### config.mk
export PLATFORM = sky130hd
export DESIGN_NAME = lmcnt_p
export DESIGN_NICKNAME = d
export VERILOG_FILES = /design/src/rtl/lmcnt_p.sv
export SDC_FILE = /design/constraint.sdc
export NUM_CORES = 1
export LEC_CHECK = 0
export CAP_MARGIN = 20
export CELL_PAD_IN_SITES_DETAIL_PLACEMENT = 1
export CELL_PAD_IN_SITES_GLOBAL_PLACEMENT = 1
export CORE_MARGIN = 10
export CORE_UTILIZATION = 38
export DETAILED_ROUTE_END_ITERATION = 8
export PLACE_DENSITY_LB_ADDON = 0.1
export SETUP_SLACK_MARGIN = 0.2
export SKIP_LAST_GASP = 1
export SLEW_MARGIN = 20
export SYNTH_ARGS = -nofsm -noshare
export SYNTH_HDL_FRONTEND = slang
export SYNTH_SLANG_ARGS = --single-unit
### constraint.sdc
create_clock -name clk_i -period 8.6 [get_ports clk_i]
set_input_delay 2.58 -clock clk_i [delete_from_list [all_inputs] [get_ports clk_i]]
set_output_delay 2.58 -clock clk_i [all_outputs]
set_load 0.03 [all_outputs]
### src/rtl/lmcnt_p.sv
// Local-memory sequencer: streams A/B operands from two local memories into the NPU
// and writes the NPU results back into a third memory, with sticky status flags.
module lmcnt_p #(
   parameter int DW = 8,
   parameter int AW = 10,
   parameter int NM = 4
) (
   input  logic                    clk_i,
   input  logic                    reset_i,
   input  logic                    soft_reset_i,
   input  logic                    start_i,
   input  logic [$clog2(NM)-1:0]   a_sel_i,
   input  logic [$clog2(NM)-1:0]   b_sel_i,
   input  logic [$clog2(NM)-1:0]   c_sel_i,
   input  logic [AW-1:0]           a_base_i,
   input  logic [AW-1:0]           b_base_i,
   input  logic [AW-1:0]           c_base_i,
   input  logic [AW:0]             len_i,
   output logic                    busy_o,
   output logic                    finish_o,
   output logic                    cfg_err_o,
   output logic                    overrun_o,
   output logic [NM*AW-1:0]        m_radr_o,
   input  logic [NM*DW-1:0]        m_rdata_i,
   output logic [NM-1:0]           m_wr_o,
   output logic [AW-1:0]           m_wadr_o,
   output logic [DW-1:0]           m_wdata_o,
   output logic                    npu_en_o,
   output logic [DW-1:0]           a_rdata_o,
   output logic [DW-1:0]           b_rdata_o,
   input  logic                    lm_en_i,
   input  logic [DW-1:0]           c_wdata_i
);

   localparam int SW = $clog2(NM);

   typedef enum logic [1:0] {S_IDLE, S_RUN, S_DRAIN, S_DONE} state_t;

   state_t          state_q, state_d;
   logic            clr;
   logic [SW-1:0]   a_sel_q, b_sel_q, c_sel_q;
   logic [AW-1:0]   a_base_q, b_base_q, c_base_q;
   logic [AW:0]     len_q;
   logic [AW:0]     rcnt_q, rcnt_d, wcnt_q, wcnt_d;
   logic            cfg_err_q, cfg_err_d, overrun_q, overrun_d;
   logic            rv_q, npu_en_q;
   logic [DW-1:0]   a_rdata_q, b_rdata_q;
   logic            start_ok, issue, wr_ok;
   logic [AW-1:0]   a_addr, b_addr;
   logic [DW-1:0]   rdata_w [2**SW];

   assign clr = reset_i | soft_reset_i;

   always_comb begin
      state_d   = state_q;
      rcnt_d    = rcnt_q;
      wcnt_d    = wcnt_q;
      cfg_err_d = cfg_err_q;
      overrun_d = overrun_q;
      issue     = 1'b0;
      start_ok  = 1'b0;
      wr_ok     = lm_en_i && !clr && (state_q == S_RUN || state_q == S_DRAIN)
                  && (wcnt_q < len_q);
      case (state_q)
         S_IDLE, S_DONE: begin
            if (start_i) begin
               start_ok  = 1'b1;
               rcnt_d    = '0;
               wcnt_d    = '0;
               cfg_err_d = (c_sel_i == '0);
               overrun_d = 1'b0;
               state_d   = (len_i == '0) ? S_DONE : S_RUN;
            end
         end
         S_RUN: begin
            issue  = 1'b1;
            rcnt_d = rcnt_q + 1'b1;
            if (rcnt_q + 1'b1 == len_q) state_d = S_DRAIN;
         end
         S_DRAIN: begin
            // the operand still on npu_en_o counts as in flight
            if (wcnt_q == len_q && !rv_q && !npu_en_q) state_d = S_DONE;
         end
         default: state_d = S_IDLE;
      endcase
      if (wr_ok) wcnt_d = wcnt_q + 1'b1;
      if (lm_en_i && !wr_ok) overrun_d = 1'b1;
   end

   always_ff @(posedge clk_i) begin
      if (clr) begin
         state_q   <= S_IDLE;
         rcnt_q    <= '0;
         wcnt_q    <= '0;
         cfg_err_q <= 1'b0;
         overrun_q <= 1'b0;
      end else begin
         state_q   <= state_d;
         rcnt_q    <= rcnt_d;
         wcnt_q    <= wcnt_d;
         cfg_err_q <= cfg_err_d;
         overrun_q <= overrun_d;
      end
   end

   always_ff @(posedge clk_i) begin
      if (clr) begin
         a_sel_q  <= '0;
         b_sel_q  <= '0;
         c_sel_q  <= '0;
         a_base_q <= '0;
         b_base_q <= '0;
         c_base_q <= '0;
         len_q    <= '0;
      end else if (start_ok) begin
         a_sel_q  <= a_sel_i;
         b_sel_q  <= b_sel_i;
         c_sel_q  <= c_sel_i;
         a_base_q <= a_base_i;
         b_base_q <= b_base_i;
         c_base_q <= c_base_i;
         len_q    <= len_i;
      end
   end

   // two-stage read pipeline: memory latency, then operand register
   always_ff @(posedge clk_i) begin
      if (clr) begin
         rv_q      <= 1'b0;
         npu_en_q  <= 1'b0;
         a_rdata_q <= '0;
         b_rdata_q <= '0;
      end else begin
         rv_q     <= issue;
         npu_en_q <= rv_q;
         if (rv_q) begin
            a_rdata_q <= rdata_w[a_sel_q];
            b_rdata_q <= rdata_w[b_sel_q];
         end
      end
   end

   assign a_addr = a_base_q + rcnt_q[AW-1:0];
   assign b_addr = b_base_q + rcnt_q[AW-1:0];

   generate
      for (genvar gi = 0; gi < 2**SW; gi++) begin : g_rd
         if (gi < NM) begin : g_real
            assign rdata_w[gi] = m_rdata_i[gi*DW +: DW];
            assign m_radr_o[gi*AW +: AW] =
               (b_sel_q == SW'(gi) && b_sel_q != a_sel_q) ? b_addr : a_addr;
            assign m_wr_o[gi] = wr_ok && (c_sel_q != '0) && (c_sel_q == SW'(gi));
         end else begin : g_pad
            assign rdata_w[gi] = '0;
         end
      end
   endgenerate

   assign m_wadr_o  = c_base_q + wcnt_q[AW-1:0];
   assign m_wdata_o = c_wdata_i;
   assign busy_o    = (state_q == S_RUN) || (state_q == S_DRAIN);
   assign finish_o  = (state_q == S_DONE);
   assign cfg_err_o = cfg_err_q;
   assign overrun_o = overrun_q;
   assign npu_en_o  = npu_en_q;
   assign a_rdata_o = a_rdata_q;
   assign b_rdata_o = b_rdata_q;

endmodule

; ---- Word-level counts from Yosys, hierarchy flattened
; Index checks and enable logic that the tools add are counted.
; W data, S select, Z words.
[word_totals]
output_inout_bits = 83
inputBits = 92
word_cells = 104
regBits = 91
mem_bits_rw = 0
romBits = 0
memories = 0
latchBits = 0
[classes]
eq_ne = 15
n_div = 0
shift = 0
n_mux = 25
n_addsub = 5
n_mul = 0
n_reduce_logical = 37
magnitude_cmp = 3
n_bitwise = 3
[op_table]
columns = op, n
row1 = $mux W10, 4
row2 = $mux W11, 3
row3 = $bmux W8 S2, 2
row4 = $mux W8, 4
row5 = $add A10 B10 Y10, 3
row6 = $add A11 B1 Y11 const B, 2
row7 = $eq A11 B11 Y1, 2
row8 = $pmux W11 S2, 1
row9 = $logic_and A1 B1 Y1, 15
row10 = $eq A2 B2 Y1 const B, 6
row11 = $reduce_bool A2 Y1, 6
row12 = $logic_not A11 Y1, 1
row13 = $lt A11 B11 Y1, 1
row14 = $logic_not A2 Y1, 4
row15 = $mux W2, 4
row16 = $reduce_and A2 Y1, 4
row17 = $eq A2 B1 Y1 const B, 3
row18 = $ge A3 B3 Y1 const B, 2
row19 = $mux W1, 6
row20 = $ne A2 B2 Y1 const B, 3
row21 = $not A2 Y3, 2
row22 = $pmux W2 S3, 1
row23 = $logic_not A1 Y1, 4
row24 = $reduce_and A3 Y1, 1
row25 = other kinds (4), 4

; ---- Logic depth before layout (Yosys ltp)
; Gate-level depths: netlist (run 1).
[depth]
word_depth = 9
mapped_depth = 10
depth_no_buf = 9

; ---- Least setup slack after synthesis (run 1)
; Ideal clock, no wire load.
[synth_path]
path_kind = input port to output port
start = input soft_reset_i
end = output m_wr_o[1]
arrival_ps = 4088
required_ps = 6020
stages = 7
slack_ps = 1932
n_path_buf = 1
cell_sequence = or2_2 -> clkbuf_1 -> nor4b_1 -> nand2_1 -> nor2_1 -> nand2_1 -> nor2_1
[synth_via]
elab_chain_cells = 7
[synth_lines]
columns = element, line
row1 = "start, declared", 10  ; input logic soft_reset_i,
row2 = $or A1 B1 Y1, 52  ; assign clr = reset_i | soft_reset_i;
row3 = $logic_not A1 Y1, 62  ; wr_ok = lm_en_i && !clr && (state_q == S_RUN || state_q == S_DRAIN)
row4 = $logic_and A1 B1 Y1 (2 in a row), 62
row5 = $logic_and A1 B1 Y1, 63  ; && (wcnt_q < len_q);
row6 = $logic_and A1 B1 Y1 (2 in a row), 152  ; assign m_wr_o[gi] = wr_ok && (c_sel_q != '0) && (c_sel_q == SW'(gi));
row7 = "end, declared", 25  ; output logic [NM-1:0] m_wr_o,
; Every way passes these cells.

; ---- Final worst setup path (run 1)
; Same ends and word-level chain as after synthesis.

==> results of run 1 <==
==> metrics by stage <==
| stage | power [W] | hold slack [ns] | cell area, um2 | cells | setup WS [ns] |
|---|---|---|---|---|---|
| floorplan | 0.000580 | 0.441 | 6080 | 737 | 1.93 |
| detailed placement | 0.000674 | 0.459 | 7730 | 1066 | 0.954 |
| CTS | 0.00109 | 0.469 | 8040 | 1082 | 0.945 |
| global route | 0.00113 | 0.492 | 8040 | 1082 | 0.708 |
| finish | 0.00108 | 0.466 | 8040 | 1082 | 1.00 |
| global placement | 0.000666 | 0.447 | 7730 | 1066 | 1.01 |
==> report_power, final <==
group	switching (W)	internal, W	total [W]
logic	0.000119	0.0000971	0.000216
clock network	0.000172	0.000241	0.000413
registers	0.0000141	0.000432	0.000446
total	0.000305	0.000770	0.00108
==> cells by family after synthesis <==
logic type | after synthesis | synth area share [%]
AOI/OAI and AO/OA | 162 | 15.4
xor gates and xnor gates | 47 | 6.89
adders and majority gates | 47 | 10.0
buffers and inverters | 70 | 5.14
DFF | 91 | 30.0
muxes | 58 | 13.2
other | 1 | 0.0617
and+or+nand+nor | 261 | 19.3
==> worst max-delay path by stage <==
stage | end | slack [ns] | depth (start not counted) | startpoint
final | m_wr_o[1] | 1.00 | 8 | soft_reset_i
after global routing | m_wr_o[1] | 0.71 | 8 | soft_reset_i
after CTS | m_wr_o[1] | 0.95 | 8 | soft_reset_i
after detailed placement | m_wr_o[1] | 0.95 | 8 | soft_reset_i
after global placement | m_wr_o[3] | 1.01 | 7 | soft_reset_i
after floorplan | m_wr_o[1] | 1.93 | 7 | soft_reset_i
==> tightest hold or removal path, delay by kind of cell (launching register included) <==
family	cells	cell delay (ns)
flops	1	0.31
compound gates	1	0.05
simple gates	1	0.05
==> layout make-up <==
class	count	area (um2)	area share, %
Clock buffer	12	256	3.19
Clock inverter	4	48.8	0.607
Inverter	23	86.3	1.07
Multi-Input combinational cell	576	3960	49.3
Sequential cell	91	1820	22.7
Tap cell	216	270	3.36
Timing Repair Buffer	160	1590	19.8
==> routing by layer <==
layer / global-route usage [%] / share of wire, % / vias to the layer above
met5: 0 / 0 / -
met3: 5.59 / 4.6 / 34
met4: 7.61 / 3.0 / 0
met1: 22.3 / 42 / 2792
li1: - / - / 2806
met2: 34.4 / 50 / 132
==> state kept, by name (all words and copies together), names as in the netlist <==
name	flops
c_sel_q	2
b_base_q	10
rv_q	1
npu_en_o	1
b_sel_q	2
a_sel_q	2
state_q	2
a_base_q	10
len_q	11
c_base_q	10
overrun_o	1
a_rdata_o	8
wcnt_q	11
b_rdata_o	8
rcnt_q	11
cfg_err_o	1
==> placed cells by master, fill, tap and decap left out, types with 4 or more instances in the layout <==
| cell | count |
|---|---|
| mux2i_1 | 25 |
| a21oi_1 | 71 |
| nand2b_1 | 5 |
| xor2_1 | 18 |
| nor2b_1 | 6 |
| nor3b_1 | 6 |
| dfxtp_1 | 91 |
| clkbuf_16 | 9 |
| o21a_1 | 4 |
| and3_1 | 7 |
| nor3_1 | 8 |
| a22oi_1 | 9 |
| nand2_1 | 141 |
| mux2_2 | 17 |
| mux4_2 | 16 |
| a21o_1 | 6 |
| o22ai_1 | 5 |
| clkdlybuf4s50_1 | 157 |
| xnor2_1 | 28 |
| inv_1 | 23 |
| o21bai_1 | 9 |
| nand4_1 | 4 |
| a211oi_1 | 4 |
| nand3_1 | 6 |
| o21ai_0 | 41 |
| nor2_1 | 54 |
| ha_1 | 44 |
==> run metrics, run 1 <==
Worst setup EP type output port; initial antenna violation count 0; Worst-Margin Slew 1.06 ns; GRT Total Usage 19.7%; Worst Skew 0.00679 ns; vias between 5k and 6k; top cells by count, synth nand2_1 (141), dfxtp_1 (91), a21oi_1 (72), nor2_1 (54), ha_1 (44); Buf+Inv Stages, Crit Path 2; share of layout cells above drive strength 1 7.62%; power per cell area ~130 mW/mm2; number of global-route vias before repair roughly 6.4k; peak supply drop between 100 and 150 uV; cell count after synthesis 737; Final min period between 7 and 8 ns; Final HPWL DP 16500 um; setup slack, reg-to-reg 5.55 ns; top-count cell post-synth nand2_1; fill cell count 1873; CP cell instances clkdlybuf4s50_1 > or2_2 > nor4b_1 > nand2_1 > nor2_1 > nand2_1 > nor2_1 > clkdlybuf4s50_1; FF-to-FF path depth 8; final hold violations 0; # port buffers 157; placer congestion estimate 0.816; Starting Density roughly 39%; asr flop ratio synth 0%; DRT Wirelength 21000 um; Leakage 3.04 nW; Max stage delay cell, worst path clkdlybuf4s50_1; status finished, final reports clean; Syn Nets 876; yosys warns 0; Post-Synthesis Cell Area about 0.006 mm2; clk_lat worst skew 0.36 ns; Vias/cell 5.33; CTS Hold Bufs 0; slowest cell delay on critical path 0.68 ns; Rows 46; drt pass-1 iters 4; CTS Root Cell clkbuf_16; TritonCTS clock tree done; core region area 0.0158 mm2; Worst Hold Launch a_base_q[6]; Area contributors post-synth dfxtp_1 (30%), ha_1 (9.1%), nand2_1 (8.7%); Yosys top cell by area dfxtp_1; Worst EP arrival 5.02 ns; FMAX 132 MHz; RR Startpoint rcnt_q[1]; clock net sink count 91; PostCTS Resize Cnt 0; I/O pins 175; Hold Path Class reg2reg; sequential area share after synthesis around 30%; Slew Limit Fails 0; post-layout util between 50% and 60%; die height 147 um; Rel. slew slack 29.2%; Die ar. 0.0215 mm2; maximum fanout along the worst path 10; DRC violations left 0; Avg Cell Area, Syn just over 8 um2; count of final setup violators 0; Worst setup SP type primary input; Post-synth EDFFs 0; Layout area overhead 32.2%; fin crit share 88.4%; library cells used by synthesis 51; critical path required time 6.02 ns; Yosys top cell area share between 20% and 30%; htree depth 3; drt wl/cell 19.4 um; clk buf depth 2; WS Path Type in2out; Setup Fix Bufs, Post-CTS 0; clk slew on worst S/H paths 0.06 ns; DRT iter0 DRCs a little under 200; Top FF cell, synth dfxtp_1; largest net degree at the start of global routing 86; TritonCTS Buffers 9; # diodes 0; die boundary width 147 um; delay-heaviest family, CP simple AND/OR/NAND/NOR gates; hold worst-path end a_base_q[6]; grt total ovfl 0; Final #Nets around 1k; first-pass GRT wire length 34400 um; worst r2r dst state_q[0]; sum of negative setup slack 0 ns; WHS Path Cells 2; Max-Cap Viols 0; synthesized flop and latch total 91; Routed Antenna Nets 0; unrepaired setup endpoints after global routing no
Note: power is estimated with default switching activity, not from simulation.
==> run 2: changes to the inputs <==
--- a/constraint.sdc
+++ b/constraint.sdc
@@ -3,2 +3,2 @@
 set_output_delay 2.58 -clock clk_i [all_outputs]
-set_load 0.03 [all_outputs]
+set_load 0.005 [all_outputs]
==> run metrics, run 2 (synthesis results as in run 1) <==
GRT Total Usage 19.4% (was 19.7%); Setup Fix Bufs, Post-CTS 0 (unchanged); Max-Cap Viols 0 (unchanged); WS Path Type in2out (unchanged); die boundary width 147 um (unchanged); Worst Skew 0.00602 ns (was 0.00679 ns); clk buf depth 2 (unchanged); CP dominant cell by count clkdlybuf4s50_1; drt pass-1 iters 4 (unchanged); Die ar. 0.0215 mm2 (unchanged); vias 5788 (was 5764); Buf+Inv Stages, Crit Path 2 (unchanged); Worst EP arrival 4.96 ns (was 5.02 ns); clk_lat worst skew 0.35 ns (was 0.36 ns); Hold Path Class reg2reg (unchanged); # diodes 0 (unchanged); FMAX 133 MHz (was 132 MHz); Vias/cell 5.35 (was 5.33); PostCTS Resize Cnt 0 (unchanged); most common cell after layout, fill and taps aside clkdlybuf4s50_1 (unchanged); Setup WS pre-CTS 1.10 ns (was 0.954 ns); CTS Root Cell clkbuf_16 (unchanged); share of layout cells above drive strength 1 7.74% (was 7.62%); clock net sink count 91 (unchanged); Slew Limit Fails 0 (unchanged); # port buffers 157 (unchanged); delay-heaviest family, CP simple AND/OR/NAND/NOR gates (unchanged); Final HPWL DP 16300 um (was 16500 um); top flop regs len_q x11, rcnt_q x11, wcnt_q x11 (unchanged); post-layout util 51.1% (was 51.0%); placer congestion estimate 0.815 (was 0.816); peak supply drop 93.1 uV (was 111 uV); slowest cell delay on critical path 0.53 ns (was 0.68 ns); DRT Wirelength 20900 um (was 21000 um); fill cell count 1879 (was 1873); DRC violations left 0 (unchanged); most frequent cells in the layout clkdlybuf4s50_1 (157), nand2_1 (141), dfxtp_1 (91) (unchanged); Rows 46 (unchanged); critical path depth 7 (was 8); Routed Antenna Nets 0 (unchanged); I/O pins 175 (unchanged); Final WS setup 1.06 ns (was 1.00 ns); Worst setup SP type primary input (unchanged); Leakage 3.04 nW (about the same); Worst-Margin Slew 1.05 ns (was 1.06 ns); TritonCTS Buffers 9 (unchanged); Final Instance Area 0.00805 mm2 (was 0.00804 mm2); htree depth 3 (unchanged); drt wl/cell 19.3 um (was 19.4 um); core region area 0.0158 mm2 (unchanged); unrepaired setup endpoints after global routing no (unchanged); non-filler cells, final 1082 (unchanged); Final min period 7.54 ns (was 7.60 ns); Max stage delay cell, worst path nor2_1 (was clkdlybuf4s50_1); die height 147 um (unchanged); fin crit share 87.6% (was 88.4%); clk slew on worst S/H paths 0.06 ns (about the same); Cell Area, Placed 0.00773 mm2 (unchanged); grt total ovfl 0 (unchanged); DP Cell Count 1066 (unchanged); final hold violations 0 (unchanged); Starting Density 38.6% (unchanged); Layout area overhead 32.4% (was 32.2%); Worst setup EP type output port (unchanged); power per cell area 132 mW/mm2 (was 134 mW/mm2); count of final setup violators 0 (unchanged); Final #Nets 1000 (unchanged); largest net degree at the start of global routing 86 (unchanged); first-pass GRT wire length 33900 um (was 34400 um); maximum fanout along the worst path 10 (unchanged); DRT iter0 DRCs 207 (was 198); FF-to-FF path depth 8 (unchanged); CTS Hold Bufs 0 (unchanged); sum of negative setup slack 0 ns (unchanged); initial antenna violation count 0 (unchanged); Rel. slew slack 30.0% (was 29.2%); critical path required time 6.02 ns (about the same); TritonCTS clock tree done (unchanged); WHS Path Cells 2 (unchanged); number of global-route vias before repair 6284 (was 6373); status finished, final reports clean (unchanged); CP cell instances clkdlybuf4s50_1 > or2_2 > nor4b_1 > nand2_1 > nor2_1 > and3_1 > clkdlybuf4s50_1 (was clkdlybuf4s50_1 > or2_2 > nor4b_1 > nand2_1 > nor2_1 > nand2_1 > nor2_1 > clkdlybuf4s50_1)
==> run 2: stage by stage <==
stage          power [W]  hold WS (ns)
2_1_floorplan   0.000551         0.441
3_3_place_gp    0.000642         0.447
3_5_place_dp    0.000649         0.459
4_1_cts          0.00108         0.466
5_1_grt          0.00112         0.492
6_report         0.00107         0.465
==> run 2: per-layer routing <==
metal  share of wire, %  track usage [%]
met1                 42             21.9
met2                 50             34.3
met3                5.2             4.64
met4                2.8             7.56
met5                  0                0
==> run 2: worst reg2reg max path, cell delays in order (launching register included) <==
cell and delay (ns):
dfxtp_1 0.60, ha_1 0.35, nand3_1 0.26, xnor2_1 0.22, or4_1 0.38, or4_1 0.42, a211oi_2 0.38, nor2_1 0.09
a211oi_1 0.24
==> run 2: final timing paths <==
kind                 from  slack [ns]     endpoint
max          soft_reset_i        1.06    m_wr_o[3]
min           b_base_q[7]        0.46  b_base_q[7]
max reg2reg     rcnt_q[1]        5.57   state_q[0]
min reg2reg   b_base_q[7]        0.46  b_base_q[7]
==> run 2: cell type report <==
cell class | count | area [um2] | area share [%]
timing repair buffer | 160 | 1590 | 19.8
clock inverter | 7 | 91.3 | 1.13
inverter | 23 | 86.3 | 1.07
clock buffer | 9 | 225 | 2.80
sequential | 91 | 1820 | 22.6
tap | 216 | 270 | 3.36
multi-input combinational | 576 | 3960 | 49.2
==> run 2: report_power, final <==
part | internal (W) | leakage [nW] | switching, W
clock network | 0.000254 | 0.156 | 0.000174
logic | 0.0000969 | 2.15 | 0.0000943
registers | 0.000432 | 0.737 | 0.0000144
total | 0.000783 | 3.04 | 0.000283
==> run 3: changes to the inputs <==
- CTS_CLUSTER_DIAMETER: not set -> 50
- GPL_TIMING_DRIVEN: not set -> 0
==> run metrics, run 3 (synthesis results as in run 1) <==
sum of negative setup slack 0 ns (unchanged); setup slack, reg-to-reg 5.50 ns (was 5.57 ns); initial antenna violation count 0 (unchanged); top flop regs len_q x11, rcnt_q x11, wcnt_q x11 (unchanged); Worst-Margin Slew 0.824 ns (was 1.05 ns); drt pass-1 iters 4 (unchanged); GRT Total Usage 20.1% (was 19.4%); htree depth 3 (unchanged); NetSw 0.000286 W (was 0.000283 W); most common cell after layout, fill and taps aside clkdlybuf4s50_1 (unchanged); Slew Limit Fails 0 (unchanged); count of final setup violators 0 (unchanged); largest net degree at the start of global routing 15 (was 86); peak supply drop 83.1 uV (was 93.1 uV); DRT Wirelength 21700 um (was 20900 um); die height 147 um (unchanged); grt total ovfl 0 (unchanged); power per cell area 125 mW/mm2 (was 132 mW/mm2); Starting Density 38.6% (unchanged); FF-to-FF path depth 8 (unchanged); Leakage 3.13 nW (was 3.04 nW); core region area 0.0158 mm2 (unchanged); critical path required time 6.02 ns (about the same); Final HPWL DP 17900 um (was 16300 um); status finished, final reports clean (unchanged); maximum fanout along the worst path 10 (unchanged); Worst setup EP type output port (unchanged); final hold violations 0 (unchanged); Max-Cap Viols 0 (unchanged); CTS Hold Bufs 0 (unchanged); share of layout cells above drive strength 1 7.73% (was 7.74%); RR Startpoint rcnt_q[1] (unchanged); Rel. slew slack 45.0% (was 30.0%); Hold Path Class reg2reg (unchanged); clk slew on worst S/H paths 0.06 ns (about the same); Final #Nets 1052 (was 1000); CTS Root Cell clkbuf_16 (unchanged); placer congestion estimate 0.864 (was 0.815); Seq pwr share 42.7% (was 41.9%); fill cell count 1920 (was 1879); Clk pwr share 36.9% (was 40.2%); Final min period 7.67 ns (was 7.54 ns); fin crit share 89.2% (was 87.6%); DRT iter0 DRCs 229 (was 207); Vias/cell 5.23 (was 5.35); number of global-route vias before repair 6522 (was 6284); Worst setup SP type primary input (unchanged); Layout area overhead 36.3% (was 32.4%); Routed Antenna Nets 0 (unchanged); FMAX 130 MHz (was 133 MHz); first-pass GRT wire length 35100 um (was 33900 um); clk_lat worst skew 0.35 ns (about the same); TritonCTS clock tree done (unchanged); internal power 0.000748 W (was 0.000783 W); hold worst-path end b_base_q[8] (was b_base_q[7]); vias 5932 (was 5788); clock net sink count 91 (unchanged); # port buffers 165 (was 157); DRC violations left 0 (unchanged); I/O pins 175 (unchanged); Worst EP arrival 5.09 ns (was 4.96 ns); Rows 46 (unchanged); Setup Fix Bufs, Post-CTS 0 (unchanged); clk buf depth 2 (unchanged); Comb power frac 20.3% (was 17.9%); WS Path Type in2out (unchanged); unrepaired setup endpoints after global routing no (unchanged); Final Power 0.00103 W (was 0.00107 W); Die ar. 0.0215 mm2 (unchanged); Worst Hold Launch b_base_q[8] (was b_base_q[7]); Worst Skew 0.00727 ns (was 0.00602 ns); die boundary width 147 um (unchanged); WHS Path Cells 2 (unchanged); TritonCTS Buffers 9 (unchanged); drt wl/cell 19.1 um (was 19.3 um); most frequent cells in the layout clkdlybuf4s50_1 (165), nand2_1 (141), dfxtp_1 (91) (was clkdlybuf4s50_1 (157), nand2_1 (141), dfxtp_1 (91)); worst r2r dst state_q[0] (unchanged); Sw Share 27.7% (was 26.5%); PostCTS Resize Cnt 0 (unchanged)
-- run 3: per-stage QoR --
step | util (%) | instances | worst slack, ns | cell area (um2) | hold slack [ns]
floorplan | - | 737 | 2.22 | 6080 | 0.441
global placement | 50.8 | 1118 | 0.953 | 8000 | 0.449
detailed placement | 50.8 | 1118 | 0.916 | 8000 | 0.455
CTS | 52.5 | 1134 | 0.897 | 8290 | 0.465
global route | 52.5 | 1134 | 0.648 | 8290 | 0.480
finish | 52.6 | 1135 | 0.928 | 8290 | 0.463
-- run 3: worst max-delay path by stage --
stage / start / endpoint / slack (ns) / cells past startpoint
6_report: soft_reset_i / m_wr_o[3] / 0.93 / 8
3_5_place_dp: soft_reset_i / m_wr_o[3] / 0.92 / 8
4_1_cts: soft_reset_i / m_wr_o[3] / 0.90 / 8
5_1_grt: soft_reset_i / m_wr_o[1] / 0.65 / 9
3_3_place_gp: soft_reset_i / m_wr_o[3] / 0.95 / 8
2_1_floorplan: soft_reset_i / m_wr_o[3] / 2.22 / 6
-- run 3: layer usage --
layer	up-vias	share of wire [%]	global-route usage (%)
li1	2914	-	-
met4	0	2.2	6.26
met5	-	0	0
met1	2846	42	22.6
met3	26	4.8	4.94
met2	146	51	36.4
-- run 3: power by group through the flow --
stage	registers (W)	clock network [W]	logic (W)
6_report	0.000442	0.000382	0.000210
5_1_grt	0.000443	0.000410	0.000232
4_1_cts	0.000442	0.000391	0.000213
3_5_place_dp	0.000452	0	0.000212
3_3_place_gp	0.000451	0	0.000206
2_1_floorplan	0.000448	0	0.000103
-- run 3: layout make-up --
cell class / instances / area, um2 / area share [%]
diodes: 1 / 2.50 / 0.0302
plain buffers: 47 / 226 / 2.73
clock buffers: 12 / 256 / 3.09
clock inverters: 4 / 25.0 / 0.302
inverters: 23 / 86.3 / 1.04
multi-input cells: 576 / 3950 / 47.6
flip-flops and latches: 91 / 1820 / 22.0
well taps: 216 / 270 / 3.26
repair buffers: 165 / 1650 / 19.9
-- run 3: worst max-delay path, cell delays in order --
cell and delay, ns:
clkdlybuf4s50_1 0.41, or2_2 0.29, clkbuf_1 0.16, nor4b_1 0.27
nand2_1 0.12, nor2_1 0.50, and3_1 0.24, clkdlybuf4s50_1 0.52
